`src/rtl/reg_file_sb.sv`:
```
`default_nettype none
// +----------------------------------------------------------------------+
// | reg_file_sb : 2R/1W register file with write bypass and busy board   |
// | Revision    : 1.0                                                    |
// +----------------------------------------------------------------------+
module reg_file_sb #(
   parameter int WIDTH   = 16,
   parameter int ADDR_W  = 2,
   parameter int ZERO_R0 = 0,
   parameter int BYPASS  = 1
) (
   input  logic                   clk,
   input  logic                   rst,
   input  logic                   we,
   input  logic [ADDR_W-1:0]      waddr,
   input  logic [WIDTH-1:0]       wdata,
   input  logic [ADDR_W-1:0]      raddr_a,
   output logic [WIDTH-1:0]       rdata_a,
   input  logic [ADDR_W-1:0]      raddr_b,
   output logic [WIDTH-1:0]       rdata_b,
   input  logic                   rsv,
   input  logic [ADDR_W-1:0]      rsv_addr,
   output logic                   busy_a,
   output logic                   busy_b,
   output logic [(2**ADDR_W)-1:0] busy_vec
);

   localparam int c_DEPTH = 2**ADDR_W;

   logic [WIDTH-1:0]   regs_q [c_DEPTH];
   logic [WIDTH-1:0]   regs_d [c_DEPTH];
   logic [c_DEPTH-1:0] busy_q;
   logic [c_DEPTH-1:0] busy_d;
   logic               w_wr_r0;
   logic               w_byp_a;
   logic               w_byp_b;

   assign w_wr_r0 = (ZERO_R0 != 0) && (waddr == '0);

   always_comb begin
      regs_d = regs_q;
      busy_d = busy_q;
      if (we && !w_wr_r0) begin
         regs_d[waddr] = wdata;
      end
      if (we) begin
         busy_d[waddr] = 1'b0;
      end
      // Applied after the clear so a fresh reservation wins on the same register.
      if (rsv) begin
         busy_d[rsv_addr] = 1'b1;
      end
      if (ZERO_R0 != 0) begin
         busy_d[0] = 1'b0;
      end
   end

   always_ff @(posedge clk or posedge rst) begin
      if (rst) begin
         for (int i = 0; i < c_DEPTH; i++) begin
            regs_q[i] <= '0;
         end
         busy_q <= '0;
      end else begin
         regs_q <= regs_d;
         busy_q <= busy_d;
      end
   end

   // Forwarding is gated by rst so outputs stay zero while reset is held.
   assign w_byp_a = (BYPASS != 0) && we && !rst && (waddr == raddr_a);
   assign w_byp_b = (BYPASS != 0) && we && !rst && (waddr == raddr_b);

   always_comb begin
      rdata_a = regs_q[raddr_a];
      if (w_byp_a) begin
         rdata_a = wdata;
      end
      if ((ZERO_R0 != 0) && (raddr_a == '0)) begin
         rdata_a = '0;
      end
   end

   always_comb begin
      rdata_b = regs_q[raddr_b];
      if (w_byp_b) begin
         rdata_b = wdata;
      end
      if ((ZERO_R0 != 0) && (raddr_b == '0)) begin
         rdata_b = '0;
      end
   end

   assign busy_a   = busy_q[raddr_a] && !w_byp_a;
   assign busy_b   = busy_q[raddr_b] && !w_byp_b;
   assign busy_vec = busy_q;

endmodule
`default_nettype wire

```
`config.mk`:
```
export PLATFORM = sky130hd
export DESIGN_NAME = reg_file_sb
export DESIGN_NICKNAME = d
export VERILOG_FILES = /design/src/rtl/reg_file_sb.sv
export SDC_FILE = /design/constraint.sdc
export NUM_CORES = 1
export LEC_CHECK = 0
export CORE_MARGIN = 3
export CORE_UTILIZATION = 41
export CTS_BUF_LIST = sky130_fd_sc_hd__clkbuf_8
export CTS_CLUSTER_SIZE = 30
export DETAILED_ROUTE_END_ITERATION = 6
export HOLD_SLACK_MARGIN = 0.03
export PLACE_DENSITY_LB_ADDON = 0.05
export SLEW_MARGIN = 20
export SYNTH_ARGS = -nofsm -noshare
export SYNTH_HDL_FRONTEND = slang
export SYNTH_SLANG_ARGS = --single-unit
```
`constraint.sdc`:
```
create_clock -name clk -period 2.9 [get_ports clk]
set_input_delay 0.29 -clock clk [delete_from_list [all_inputs] [get_ports clk]]
set_output_delay 0.29 -clock clk [all_outputs]
set_load 0.05 [all_outputs]
```
==> flow_summary.ini, run 1 <==
[outcome]
status = finished clean

[finish]
stdcell_count = 440
multiInputGateArea_um2 = 2180
final_layout_size_suffix_gt1_share_pct = 57.9
fin_area_um2 = 5100
nFillCells = 789
area_growth_pct = 25.8
regArea_um2 = 1700
num-nets-final = 335
num_antenna_cells = 0

[clocking]
clk_latency_ns = 0.34
cts.path.max_buffers = 2
clkTransAtPathRegs_ns = 0.07
cts_sinks = 68
htreeDepth = 3
post_cts_buffers = 0
cts-hold-fix-buffers = 0
cts_tree = done
cts-root-buf = clkbuf_8
post_cts_resize_count = 0
cts_buffers = 9

[flow_run]
drv_cap = 0

[critical_path]
critical_path_class = in2out
r2r_cells = 1
cp.required_ns = 2.61
crit_fanout = 17
reg2reg_setup_slack_ns = 2.10
start_kind = input pin
cp.arrival_ns = 2.22
end_kind = output pin

[logic_synthesis]
syn_nets = 264
seq_area_frac_synth_pct = 42.0
synthTopCellsByCount = mux2_2 (74), dfrtp_1 (68), mux4_2 (19)
synth-async-reset-ratio_pct = 100
synth_cell_types = 24
synth_area_um2 = 4050
synth_area_leaders = dfrtp_1 (42%), mux2_2 (21%), mux4_2 (11%)
synthFlopType = dfrtp_1
synth-seq-cells = 68
synth_edf_count = 0
post-synth-top-area-cell = dfrtp_1
synth_top_area_share_pct = 42.0
syn_area_per_cell_um2 = 17.2
synth_most_common_cell = mux2_2
yosys_warnings = 0
syn_inst = 236

[die]
die_y_um = 105
core_um2 = 9420
placementRows = 35
die_x_um = 105
start_util_pct = 43.0
die_area_um2 = 11100
io_pins = 66

[routing]
wire_per_inst_um = 20.1
ant_nets = 0
drc = 0
drt-initial-drc-count = 67
via_per_inst = 5.53
dr.pass1.iters = 5
num_vias = 2433
totalWireLength_mm = 8.85

[hold_path]
min_path_type = in2async

[timing]
maxSlewViolCount = 0
relSlewSlack_pct = 61.2
layout_min_cycle_time_ns = 2.51
fmax_mhz = 398
setup_viol = 0
setup_tns_ns = 0
period_share_pct = 86.6
finalHoldViolCount = 0
tightestPinTransition_ns = 0.580
setup_ws_ns = 0.387
rsz0062_at_grt = no
clock-skew-final_ns = 0

[placed_design]
dp.cells = 425
pre_cts_ws_ns = 0.355
place_area_um2 = 4920
dp_hpwl_mm = 5.86
port_buffers = 65
gp_congestion = 0.711

[global_route]
grt_pass1_wl_mm = 14.2
grt_overflow = 0
gr-usage-all-layers_pct = 16.7
grt_pass1_vias = 2536
antenna_found_initial = 0
grt_max_degree = 39

[power_and_ir_drop]
peakVddDrop_mv = 0.328
p_leak_nw = 2.20
power_density_nw_per_um2 = 686
routing by layer:
metal  up-vias  GRT usage (%)  share of wire (%)
met3         9           4.29                4.3
met1      1283           22.2                 45
met5         -              0                  0
met2        54           27.6                 50
met4         0           3.66               0.83
li1       1087              -                  -
where the power goes:
group / total [mW] / internal, mW / switching (mW)
Sequential: 1.25 / 1.13 / 0.122
Clock: 0.742 / 0.386 / 0.356
Combinational: 1.51 / 0.759 / 0.747
Total: 3.50 / 2.27 / 1.22
cell type report:
class | count | share of cell area [%]
multi-input cells | 148 | 42.7
flip-flops and latches | 68 | 33.4
well taps | 129 | 3.17
clock buffers | 9 | 2.43
clock inverters | 6 | 1.13
repair buffers | 76 | 16.9
inverters | 4 | 0.294
worst max-delay path, stage by stage:
cell and delay (ns):
clkdlybuf4s50_1 0.61, xnor2_1 0.38, nand3_4 0.34, mux2_4 0.40
buf_4 0.19
cells by family (layout without fill, tap and decap cells):
kind of cell | Yosys count | after routing | share of synthesized area, %
buf+inv | 20 | 95 | 4.23
simple gates | 10 | 10 | 3.00
xor+xnor | 4 | 4 | 1.24
compound gates | 4 | 4 | 0.896
flops | 68 | 68 | 42.0
mux | 130 | 130 | 48.6
worst paths after layout:
path | from | end
min in group clk | regs_q[33]$_DFFE_PP0P_ | regs_q[33]$_DFFE_PP0P_
min reg2reg | regs_q[33]$_DFFE_PP0P_ | regs_q[33]$_DFFE_PP0P_
max in group asynchronous | rst | regs_q[54]$_DFFE_PP0P_
max reg2reg | regs_q[47]$_DFFE_PP0P_ | regs_q[47]$_DFFE_PP0P_
max | waddr[1] | rdata_b[8]
min | rst | regs_q[48]$_DFFE_PP0P_
state kept, by name, indices dropped and copies added, names as in the netlist:
name and flops:
regs_q 64, busy_vec 4
per-stage QoR:
stage | hold slack (ns) | power [mW] | utilization [%]
3_3_place_gp | 0.483 | 2.77 | 52.2
4_1_cts | 0.386 | 3.54 | 54.2
3_5_place_dp | 0.497 | 2.79 | 52.2
5_1_grt | 0.424 | 3.66 | 54.2
6_report | 0.371 | 3.50 | 54.2
2_1_floorplan | 0.385 | 2.27 | -
layout by cell type, fill, tap and decap left out, drive strengths merged:
cell type / netlist / layout
mux4: 34 / 34
o31ai: 1 / 1
xnor2: 4 / 4
buf: 16 / 45
nand2: 1 / 1
bufinv: 0 / 1
clkdlybuf4s50: 0 / 31
nand3: 3 / 3
and2b: 1 / 1
dfrtp: 68 / 68
clkinv: 0 / 4
a32o: 2 / 2
inv: 4 / 5
nand3b: 2 / 2
and2: 2 / 2
clkbuf: 0 / 9
nor3b: 1 / 1
o32ai: 1 / 1
mux2: 96 / 96
Power figures use the tool's default switching activity.
==> run 2: changes to the inputs <==
--- a/config.mk
+++ b/config.mk
@@ -5,10 +5,11 @@
 export SDC_FILE = /design/constraint.sdc
 export NUM_CORES = 1
 export LEC_CHECK = 0
-export CORE_MARGIN = 3
+export ABC_AREA = 1
+export CORE_MARGIN = 2
 export CORE_UTILIZATION = 41
 export CTS_BUF_LIST = sky130_fd_sc_hd__clkbuf_8
-export CTS_CLUSTER_SIZE = 30
+export CTS_CLUSTER_SIZE = 8
 export DETAILED_ROUTE_END_ITERATION = 6
 export HOLD_SLACK_MARGIN = 0.03
 export PLACE_DENSITY_LB_ADDON = 0.05
==> run 2 against run 1 <==
Net effect: fmax up 9.1%; final cell count up 100%; first-iteration DRC count rose to 5.4 times the previous value; largest cell class unchanged; highest routed layer unchanged; routed wire length up 59%; flip-flop and latch count unchanged.
==> flow_summary.ini, run 2 <==
[clocking]
cts_tree = done
cts_buffers = 9
post_cts_resize_count = 0
clkTransAtPathRegs_ns = 0.08
cts-root-buf = clkbuf_8
cts-hold-fix-buffers = 0
post_cts_buffers = 0
clk_latency_ns = 0.34
cts_sinks = 68
cts.path.max_buffers = 2
htreeDepth = 3

[finish]
stdcell_count = 892
regArea_um2 = 1700
num-nets-final = 775
final_layout_size_suffix_gt1_share_pct = 12.0
largest_reg_flops = 64
final_common_cell = nand2_1
area_growth_pct = 28.3
largest-register = regs_q
multiInputGateArea_um2 = 2210
mostFrequentLayoutCells = nand2_1 (302), inv_1 (87), nand3_1 (72)
nFillCells = 1038
num_antenna_cells = 0

[global_route]
gr-usage-all-layers_pct = 25.4
grt_pass1_wl_mm = 23.2
grt_pass1_vias = 4624
grt_max_degree = 35
antenna_found_initial = 0
grt_overflow = 0

[power_and_ir_drop]
combPwrFrac_pct = 41.6
p_seq_share_pct = 35.4
power_switching_share_pct = 39.0
power_density_nw_per_um2 = 578
intPower_mw = 2.04
peakVddDrop_mv = 0.265
p_sw_mw = 1.31
clkPwrFrac_pct = 22.9
p_leak_nw = 3.11
finalPower_mw = 3.34

[timing]
setup_tns_ns = 0
fmax_mhz = 434
relSlewSlack_pct = 51.8
layout_min_cycle_time_ns = 2.30
finalHoldViolCount = 0
tightestPinTransition_ns = 0.720
maxSlewViolCount = 0
rsz0062_at_grt = no
clock-skew-final_ns = 0
period_share_pct = 79.4
setup_ws_ns = 0.596
setup_viol = 0

[logic_synthesis]
muxShareOfSynthArea_pct = 0
synth-seq-cells = 68
synth_edf_count = 0
seq_area_frac_synth_pct = 37.7
synth_top_family_by_area = simple AND/OR/NAND/NOR gates
synthTopCellsByCount = nand2_1 (302), inv_1 (86), nand3_1 (72)
syn_area_per_cell_um2 = 6.52
synth_area_leaders = dfrtp_1 (38%), nand2_1 (25%), nand3_1 (8.0%)
synth_area_um2 = 4510
synthSimpleGateAreaFrac_pct = 41.4
synth_top_area_share_pct = 37.7
syn_nets = 720
synthFlopType = dfrtp_1
synth_compound_area_share_pct = 7.55
post-synth-top-area-cell = dfrtp_1
syn_inst = 692
synth_cell_types = 18
synth_adder_area_share_pct = 0
yosys_warnings = 0
synth_most_common_cell = nand2_1
synth_xor_area_share_pct = 0
synth-async-reset-ratio_pct = 100

[routing]
via_per_inst = 5.17
drc = 0
dr.pass1.iters = 7
drt-initial-drc-count = 365
num_vias = 4611
wire_per_inst_um = 15.8
totalWireLength_mm = 14.1
ant_nets = 0

[placed_design]
dp.cells = 876
port_buffers = 65
pre_cts_ws_ns = 0.593
dp_hpwl_mm = 9.22
gp_congestion = 0.841

[flow_run]
drv_cap = 0

[die]
start_util_pct = 41.8
die_area_um2 = 11900
die_x_um = 109
die_y_um = 109
core_um2 = 10800
io_pins = 66
placementRows = 38

[critical_path]
critical_path_class = in2out
start_kind = input pin
end_kind = output pin
cp.arrival_ns = 2.01
cp.required_ns = 2.61
crit_fanout = 17

[outcome]
status = finished clean

[hold_path]
min_path_type = in2async
## run 2: final timing paths
check,slack (ns),cells after the start,end,startpoint
setup / recovery,0.60,8,rdata_a[3],waddr[0]
min in group clk,0.49,2,regs_q[15]$_DFFE_PP0P_,regs_q[15]$_DFFE_PP0P_
setup reg to reg,2.18,2,regs_q[21]$_DFFE_PP0P_,regs_q[21]$_DFFE_PP0P_
hold / removal,0.48,2,regs_q[46]$_DFFE_PP0P_,rst
hold reg to reg,0.49,2,regs_q[15]$_DFFE_PP0P_,regs_q[15]$_DFFE_PP0P_
max in group asynchronous,1.68,3,regs_q[37]$_DFFE_PP0P_,rst
## run 2: cell families (layout without fill, tap and decap cells)
kind of cell / Yosys count / in the layout
and+or+nand+nor: 425 / 425
buffers and inverters: 131 / 191
AOI/OAI and AO/OA: 68 / 68
DFF: 68 / 68
## run 2: through the flow
stage	area, µm²	util, %	hold WS (ns)
3_5_place_dp	5610	51.9	0.474
5_1_grt	5790	53.6	0.518
3_3_place_gp	5610	51.9	0.467
4_1_cts	5790	53.6	0.492
6_report	5790	53.6	0.482
2_1_floorplan	4510	-	0.397
## run 2: layout make-up
type | count | share of cell area (%)
Sequential cell | 68 | 29.4
Clock buffer | 9 | 2.14
Inverter | 90 | 6.09
Clock inverter | 7 | 1.04
Tap cell | 140 | 3.03
Timing Repair Buffer | 85 | 20.1
Multi-Input combinational cell | 493 | 38.2
## run 2: per-layer routing
| layer | vias to the layer above | global-route usage, % | wire [µm] |
|---|---|---|---|
| li1 | 2279 | - | - |
| met1 | 2148 | 34.2 | 6200 |
| met2 | 168 | 40.9 | 6720 |
| met3 | 16 | 4.60 | 948 |
| met4 | 0 | 9.07 | 211 |
| met5 | - | 0 | 0 |
## run 2: critical path, cell delays in order
cell	delay [ns]
clkdlybuf4s50_1	0.48
inv_1	0.15
nand2_1	0.11
nand2_4	0.21
nand3_4	0.33
nand2_1	0.17
nand2_1	0.10
buf_12	0.16
## run 2: power by group through the flow
| stage | Sequential (mW) | Clock (mW) | Combinational (mW) |
|---|---|---|---|
| 2_1_floorplan | 1.21 | 0 | 0.811 |
| 5_1_grt | 1.20 | 0.828 | 1.52 |
| 3_5_place_dp | 1.20 | 0 | 1.39 |
| 3_3_place_gp | 1.20 | 0 | 1.38 |
| 4_1_cts | 1.18 | 0.780 | 1.40 |
| 6_report | 1.19 | 0.766 | 1.39 |
